**src/rtl/sfp_module_supervisor.sv**
```systemverilog
// SFP+ cage supervisor: synchronises and debounces the module pins, sequences
// TX_DISABLE / RATE_SEL, and recovers from TX_FAULT with a bounded retry count.
module sfp_module_supervisor #(
    parameter int unsigned P_CLOCK_FREQUENCY = 125000000,
    parameter int unsigned P_DEBOUNCE_US     = 1000,
    parameter int unsigned P_TX_DISABLE_US   = 100,
    parameter int unsigned P_INIT_US         = 300000,
    parameter int unsigned P_FAULT_RETRY_MAX = 3
) (
    input  logic       i_clock,
    input  logic       i_reset_n,
    input  logic       i_sfp_mod0_prsnt_n,
    input  logic       i_sfp_los,
    input  logic       i_sfp_tx_fault,
    input  logic       i_rate_10g,
    input  logic       i_fault_clear,
    output logic       o_sfp_tx_disable,
    output logic [1:0] o_sfp_rate_sel,
    output logic       o_xcvr_reset_n,
    output logic       o_module_present,
    output logic       o_link_up,
    output logic       o_fault_latched,
    output logic [3:0] o_retry_count
);

    localparam int unsigned TicksPerUs = P_CLOCK_FREQUENCY / 1000000;
    localparam int unsigned PrescW     = (TicksPerUs > 1) ? $clog2(TicksPerUs) : 1;
    localparam int unsigned MaxAB      = (P_INIT_US > P_DEBOUNCE_US) ? P_INIT_US : P_DEBOUNCE_US;
    localparam int unsigned TimerMaxUs = (MaxAB > P_TX_DISABLE_US) ? MaxAB : P_TX_DISABLE_US;
    localparam int unsigned TimerW     = $clog2(TimerMaxUs + 1);
    localparam int unsigned DebW       = $clog2(P_DEBOUNCE_US + 1);

    typedef enum logic [2:0] {
        StAbsent,
        StTxOff,
        StInit,
        StLosWait,
        StLinkUp,
        StRecover,
        StFault
    } state_e;

    state_e state_q, state_d;

    logic [1:0]        prsnt_sync_q, prsnt_sync_d;
    logic [1:0]        los_sync_q, los_sync_d;
    logic [1:0]        fault_sync_q, fault_sync_d;
    logic [PrescW-1:0] presc_q, presc_d;
    logic [TimerW-1:0] timer_q, timer_d;
    logic [DebW-1:0]   prsnt_cnt_q, prsnt_cnt_d;
    logic [DebW-1:0]   los_cnt_q, los_cnt_d;
    logic              prsnt_acc_q, prsnt_acc_d;
    logic              los_acc_q, los_acc_d;
    logic [1:0]        rate_q, rate_d;
    logic [3:0]        retry_q, retry_d;
    logic              tx_disable_q, tx_disable_d;
    logic              xcvr_reset_n_q, xcvr_reset_n_d;
    logic              link_up_q, link_up_d;
    logic              fault_latched_q, fault_latched_d;

    logic us_tick;
    logic present;
    logic enter;
    logic tx_enabled;

    // Synchronisers, prescaler and debouncers
    always_comb begin
        prsnt_sync_d = {prsnt_sync_q[0], i_sfp_mod0_prsnt_n};
        los_sync_d   = {los_sync_q[0], i_sfp_los};
        fault_sync_d = {fault_sync_q[0], i_sfp_tx_fault};

        us_tick = (presc_q == PrescW'(TicksPerUs - 1));
        presc_d = us_tick ? '0 : presc_q + PrescW'(1);

        prsnt_acc_d = prsnt_acc_q;
        prsnt_cnt_d = prsnt_cnt_q;
        if (prsnt_sync_q[1] == prsnt_acc_q) begin
            prsnt_cnt_d = '0;
        end else if (prsnt_cnt_q == DebW'(P_DEBOUNCE_US)) begin
            prsnt_acc_d = prsnt_sync_q[1];
            prsnt_cnt_d = '0;
        end else if (us_tick) begin
            prsnt_cnt_d = prsnt_cnt_q + DebW'(1);
        end

        los_acc_d = los_acc_q;
        los_cnt_d = los_cnt_q;
        if (los_sync_q[1] == los_acc_q) begin
            los_cnt_d = '0;
        end else if (los_cnt_q == DebW'(P_DEBOUNCE_US)) begin
            los_acc_d = los_sync_q[1];
            los_cnt_d = '0;
        end else if (us_tick) begin
            los_cnt_d = los_cnt_q + DebW'(1);
        end
    end

    assign present = ~prsnt_acc_q;

    // Next-state logic; `enter` marks every state entry, including TX_OFF re-entry
    always_comb begin
        state_d = state_q;
        enter   = 1'b0;
        retry_d = retry_q;
        rate_d  = rate_q;

        if (!present) begin
            if (state_q != StAbsent) begin
                state_d = StAbsent;
                enter   = 1'b1;
            end
        end else if (state_q != StAbsent && state_q != StFault && i_rate_10g != rate_q[0]) begin
            state_d = StTxOff;
            enter   = 1'b1;
        end else begin
            unique case (state_q)
                StAbsent: begin
                    state_d = StTxOff;
                    enter   = 1'b1;
                end
                StTxOff: begin
                    if (timer_q >= TimerW'(P_TX_DISABLE_US)) begin
                        state_d = StInit;
                        enter   = 1'b1;
                    end
                end
                StInit: begin
                    if (timer_q >= TimerW'(P_INIT_US)) begin
                        enter = 1'b1;
                        if (fault_sync_q[1]) begin
                            state_d = StRecover;
                        end else begin
                            state_d = StLosWait;
                            retry_d = '0;
                        end
                    end
                end
                StLosWait: begin
                    if (!los_acc_q) begin
                        state_d = StLinkUp;
                        enter   = 1'b1;
                    end
                end
                StLinkUp: begin
                    if (los_acc_q) begin
                        state_d = StLosWait;
                        enter   = 1'b1;
                    end else if (fault_sync_q[1]) begin
                        state_d = StRecover;
                        enter   = 1'b1;
                    end
                end
                StRecover: begin
                    if (timer_q >= TimerW'(P_TX_DISABLE_US)) begin
                        enter   = 1'b1;
                        state_d = (retry_q >= 4'(P_FAULT_RETRY_MAX)) ? StFault : StInit;
                    end
                end
                StFault: begin
                    if (i_fault_clear) begin
                        state_d = StTxOff;
                        enter   = 1'b1;
                        retry_d = '0;
                    end
                end
                default: begin
                    state_d = StAbsent;
                    enter   = 1'b1;
                end
            endcase
        end

        if (enter && state_d == StTxOff) begin
            rate_d = {2{i_rate_10g}};
        end
        if (enter && state_d == StRecover && retry_q != 4'hF) begin
            retry_d = retry_q + 4'd1;
        end
        if (state_d == StAbsent) begin
            retry_d = '0;
        end

        if (enter) begin
            timer_d = '0;
        end else if (us_tick && timer_q != {TimerW{1'b1}}) begin
            timer_d = timer_q + TimerW'(1);
        end else begin
            timer_d = timer_q;
        end

        // Outputs follow the next state so they change on the same edge as the state
        tx_enabled      = (state_d == StInit) || (state_d == StLosWait) || (state_d == StLinkUp);
        tx_disable_d    = ~tx_enabled;
        xcvr_reset_n_d  = tx_enabled;
        link_up_d       = (state_d == StLinkUp);
        fault_latched_d = (state_d == StFault);
    end

    always_ff @(posedge i_clock or negedge i_reset_n) begin
        if (!i_reset_n) begin
            state_q         <= StAbsent;
            prsnt_sync_q    <= 2'b11;
            los_sync_q      <= 2'b11;
            fault_sync_q    <= 2'b00;
            presc_q         <= '0;
            timer_q         <= '0;
            prsnt_cnt_q     <= '0;
            los_cnt_q       <= '0;
            prsnt_acc_q     <= 1'b1;
            los_acc_q       <= 1'b1;
            rate_q          <= 2'b00;
            retry_q         <= '0;
            tx_disable_q    <= 1'b1;
            xcvr_reset_n_q  <= 1'b0;
            link_up_q       <= 1'b0;
            fault_latched_q <= 1'b0;
        end else begin
            state_q         <= state_d;
            prsnt_sync_q    <= prsnt_sync_d;
            los_sync_q      <= los_sync_d;
            fault_sync_q    <= fault_sync_d;
            presc_q         <= presc_d;
            timer_q         <= timer_d;
            prsnt_cnt_q     <= prsnt_cnt_d;
            los_cnt_q       <= los_cnt_d;
            prsnt_acc_q     <= prsnt_acc_d;
            los_acc_q       <= los_acc_d;
            rate_q          <= rate_d;
            retry_q         <= retry_d;
            tx_disable_q    <= tx_disable_d;
            xcvr_reset_n_q  <= xcvr_reset_n_d;
            link_up_q       <= link_up_d;
            fault_latched_q <= fault_latched_d;
        end
    end

    assign o_sfp_tx_disable = tx_disable_q;
    assign o_sfp_rate_sel   = rate_q;
    assign o_xcvr_reset_n   = xcvr_reset_n_q;
    assign o_module_present = present;
    assign o_link_up        = link_up_q;
    assign o_fault_latched  = fault_latched_q;
    assign o_retry_count    = retry_q;

endmodule

```
**config.mk**
```make
export PLATFORM = sky130hd
export DESIGN_NAME = sfp_module_supervisor
export DESIGN_NICKNAME = d
export VERILOG_FILES = /design/src/rtl/sfp_module_supervisor.sv
export SDC_FILE = /design/constraint.sdc
export NUM_CORES = 1
export LEC_CHECK = 0
export CELL_PAD_IN_SITES_DETAIL_PLACEMENT = 0
export CELL_PAD_IN_SITES_GLOBAL_PLACEMENT = 1
export CORE_MARGIN = 10
export CORE_UTILIZATION = 33
export DETAILED_ROUTE_END_ITERATION = 12
export PLACE_DENSITY = 0.64
export SLEW_MARGIN = 5
export SYNTH_ARGS = -nofsm -noshare
export SYNTH_HDL_FRONTEND = slang
export SYNTH_SLANG_ARGS = --single-unit
export TNS_END_PERCENT = 1
```
**constraint.sdc**
```tcl
create_clock -name i_clock -period 3.3 [get_ports i_clock]
set_input_delay 0.66 -clock i_clock [delete_from_list [all_inputs] [get_ports i_clock]]
set_output_delay 0.66 -clock i_clock [all_outputs]
set_load 0.02 [all_outputs]
```
==> impl_metrics.yaml <==
status:
  status: "complete, no violations"
placed_design:
  hpwl_microns: 5330
  dp.cells: 520
  place_area_sq_um: 3900
  io_buffers: 17
  gp_congestion: 0.789
cts:
  clk_pin_slew_ns: 0.08
  post_cts_resized: 0
  htree_num_levels: 3
  clk_path_buf_depth: 2
  cts_hold_buf: 0
  cts_root_buf: "clkbuf_8"
  cts_setup_buffers: 0
  numCtsBuffers: 9
  cts_tree: "built"
  numClockSinks: 66
  insertion_delay_ns: 0.34
global_route:
  antenna_found_initial: 0
  track_usage: 0.101
  grt_max_degree: 34
  globalRouteMet3Util: 0.0179
  grt.overflow.total: 0
  gr-usage-met2: 0.154
  grt_pass1_vias: 2698
  grt_pass1_wl_microns: 13400
  top_usage_layer: "met2"
  use_met1: 0.137
layout:
  fin_area_sq_um: 4080
  area_growth_pct: 13.8
  drive_gt1_frac: 0.116
  stdcell_count: 536
  diodes: 0
  nets: 407
timing:
  slew_headroom: 0.505
  finClkSkew_ns: 0.0125
  tightestPinTransition_ns: 0.743
  drv_slew: 0
  max_clock_freq_ghz: 0.362
  post-route-min-period_ns: 2.76
  finalCritPeriodShare: 0.837
  hold_violations: 0
  grt_setup_unrepaired: "no"
  setup_viol_count_final: 0
  hold_ws_ns: 0.337
  tns_ns: 0
flow_run:
  drv_cap: 0
synth:
  synth.net_count: 386
  synth.area.top_cells: "dfrtp_1 (41%), xor2_1 (6.6%), nor2_1 (5.7%), dfstp_2 (5.1%), nand4_1 (3.5%)"
  async_flop_share: 1.00
  ys.flop_type: "dfrtp_1"
  syn_area_sq_um: 3590
  yosysTopAreaCell: "dfrtp_1"
  avgSynthCellArea_sq_um: 9.70
  ys_seq_elements: 66
  synth-edff-count: 0
  yosysMostFrequentCell: "dfrtp_1"
  syn-instance-count: 370
  yosys_warnings: 0
  yosysTopAreaCellShare: 0.412
  ys_seq_area_frac: 0.463
  synth_cell_types: 65
  synth_commonest_cells: "dfrtp_1 (59), nor2_1 (54), xor2_1 (27)"
worst_setup_path:
  arrival_ns: 2.97
  cp-end-kind: "flop"
  path_buf_inv: 2
  cp_top_family: "compound AO/OA/AOI/OAI gates"
  crit_required_ns: 3.51
  critPathKind: "input port to flop"
  slowest_delay_ns: 0.60
  crit_slowest_cell: "or4_4"
  crit_fanout: 9
  path_cells: "clkdlybuf4s50_1 -> xnor2_1 -> a32o_1 -> o2111ai_2 -> o221a_4 -> inv_2 -> or4_4 -> a311o_1"
  worst_setup_path_start_kind: "input port"
floorplan:
  rows: 38
  io_pins: 18
  start_util: 0.334
  die_area_sq_um: 15400
  core_sq_um: 10700
  die-width_microns: 124
  die_y_microns: 124
power_and_ir_drop:
  switching_share: 0.270
  p_clk_frac: 0.382
  p_leak_nw: 1.67
  pwr-share-seq: 0.483
  switchingPower_uw: 465
  ir_worst_vdd_v: 0.000188
  p_int_mw: 1.26
  pwr-share-comb: 0.135
  p_per_area_nw_per_um2: 422
route:
  drt_iter0_drc: 180
  vias: 2673
  drc_errors: 0
  routed_wl_microns: 7550
  wl_per_cell_microns: 14.1
  detail-route-antenna-nets: 0
  vias_per_cell: 4.99
  dr.pass1.iters: 6
hold_path:
  hp-class: "flop to flop"
[layout by cell type, fill, tap and decap left out, types with 2 or more instances in the layout]
cell             Yosys  layout
and3_1              10      10
buf_4                2       4
and2_1               4       4
o22ai_1              5       5
ha_1                 9       9
nand2b_1             3       3
nand2_1             23      23
nor3b_1              2       2
dfstp_2              7       7
o22a_1               2       2
o31ai_1              2       2
nor2_1              54      54
clkbuf_1             6       2
clkbuf_8             0       9
nand4_1             20      20
mux2i_1              3       3
a21oi_1             10      10
nor3_1              12      12
o21ai_0              7       7
xor2_1              27      27
inv_1               22      22
and4_1               2       2
clkinv_2             0       3
a311o_1              2       2
xnor2_1             14      14
nor3b_2              2       2
or3_1                4       4
clkdlybuf4s50_1      0      16
nor4_1               2       2
nand3_1             17      17
dfrtp_1             59      59
[registers in the layout, indices dropped and copies added (netlist names), 2 cells and up]
register and cells:
fault_sync_q 2, los_cnt_q 10, los_sync_q 2, o_retry_count 4, presc_q 7, prsnt_cnt_q 10, prsnt_sync_q 2, state_q 3
timer_q 19
[area by class of cell]
type / instances / area (sq um)
tap: 140 / 175
timing repair buffer: 21 / 195
fill: 1118 / 6660
clock buffer: 11 / 131
multi-input combinational: 270 / 1780
inverter: 23 / 86.3
sequential: 66 / 1660
clock inverter: 5 / 53.8
[logic make-up (layout without fill, tap and decap cells)]
kind of cell	Yosys count	in the layout	share of synthesized area
simple gates	167	167	0.248
flops	66	66	0.463
xor+xnor	41	41	0.100
fa+ha+maj	9	9	0.0314
mux	5	5	0.0146
buf+inv	34	60	0.0405
compound gates	48	48	0.102
[power groups by stage]
stage	clock network (mW)	registers [mW]	logic, mW
finish	0.658	0.832	0.233
global route	0.728	0.833	0.260
CTS	0.692	0.832	0.236
global placement	0	0.848	0.234
detailed placement	0	0.848	0.234
floorplan	0	0.854	0.139
[metrics by stage]
| step | setup WS (ns) | util | total power [mW] |
|---|---|---|---|
| floorplan | 0.799 | - | 0.993 |
| global placement | 0.272 | 0.363 | 1.08 |
| detailed placement | 0.239 | 0.363 | 1.08 |
| CTS | 0.588 | 0.380 | 1.76 |
| global route | 0.444 | 0.380 | 1.82 |
| finish | 0.539 | 0.380 | 1.72 |
[worst paths after layout]
| path | start | endpoint | slack (ns) | cells after the start |
|---|---|---|---|---|
| worst max-delay path | i_rate_10g | o_retry_count[2]$_DFFE_PN0P_ | 0.54 | 8 |
| worst min-delay path | fault_sync_q[0]$_DFF_PN0_ | fault_sync_q[1]$_DFF_PN0_ | 0.34 | 0 |
| worst max register to register | state_q[1]$_DFF_PN0_ | o_retry_count[2]$_DFFE_PN0P_ | 0.62 | 6 |
| worst min register to register | fault_sync_q[0]$_DFF_PN0_ | fault_sync_q[1]$_DFF_PN0_ | 0.34 | 0 |
| max in group asynchronous | i_reset_n | prsnt_sync_q[0]$_DFF_PN1_ | 2.11 | 2 |
| min in group asynchronous | i_reset_n | fault_sync_q[1]$_DFF_PN0_ | 0.39 | 1 |
[metal layers]
metal / part of all wire / routed length, microns
met1: 0.50 / 3760
met2: 0.46 / 3480
met3: 0.028 / 211
met4: 0.013 / 95
met5: 0 / 0
No activity file was read; power rests on OpenSTA's default activity.
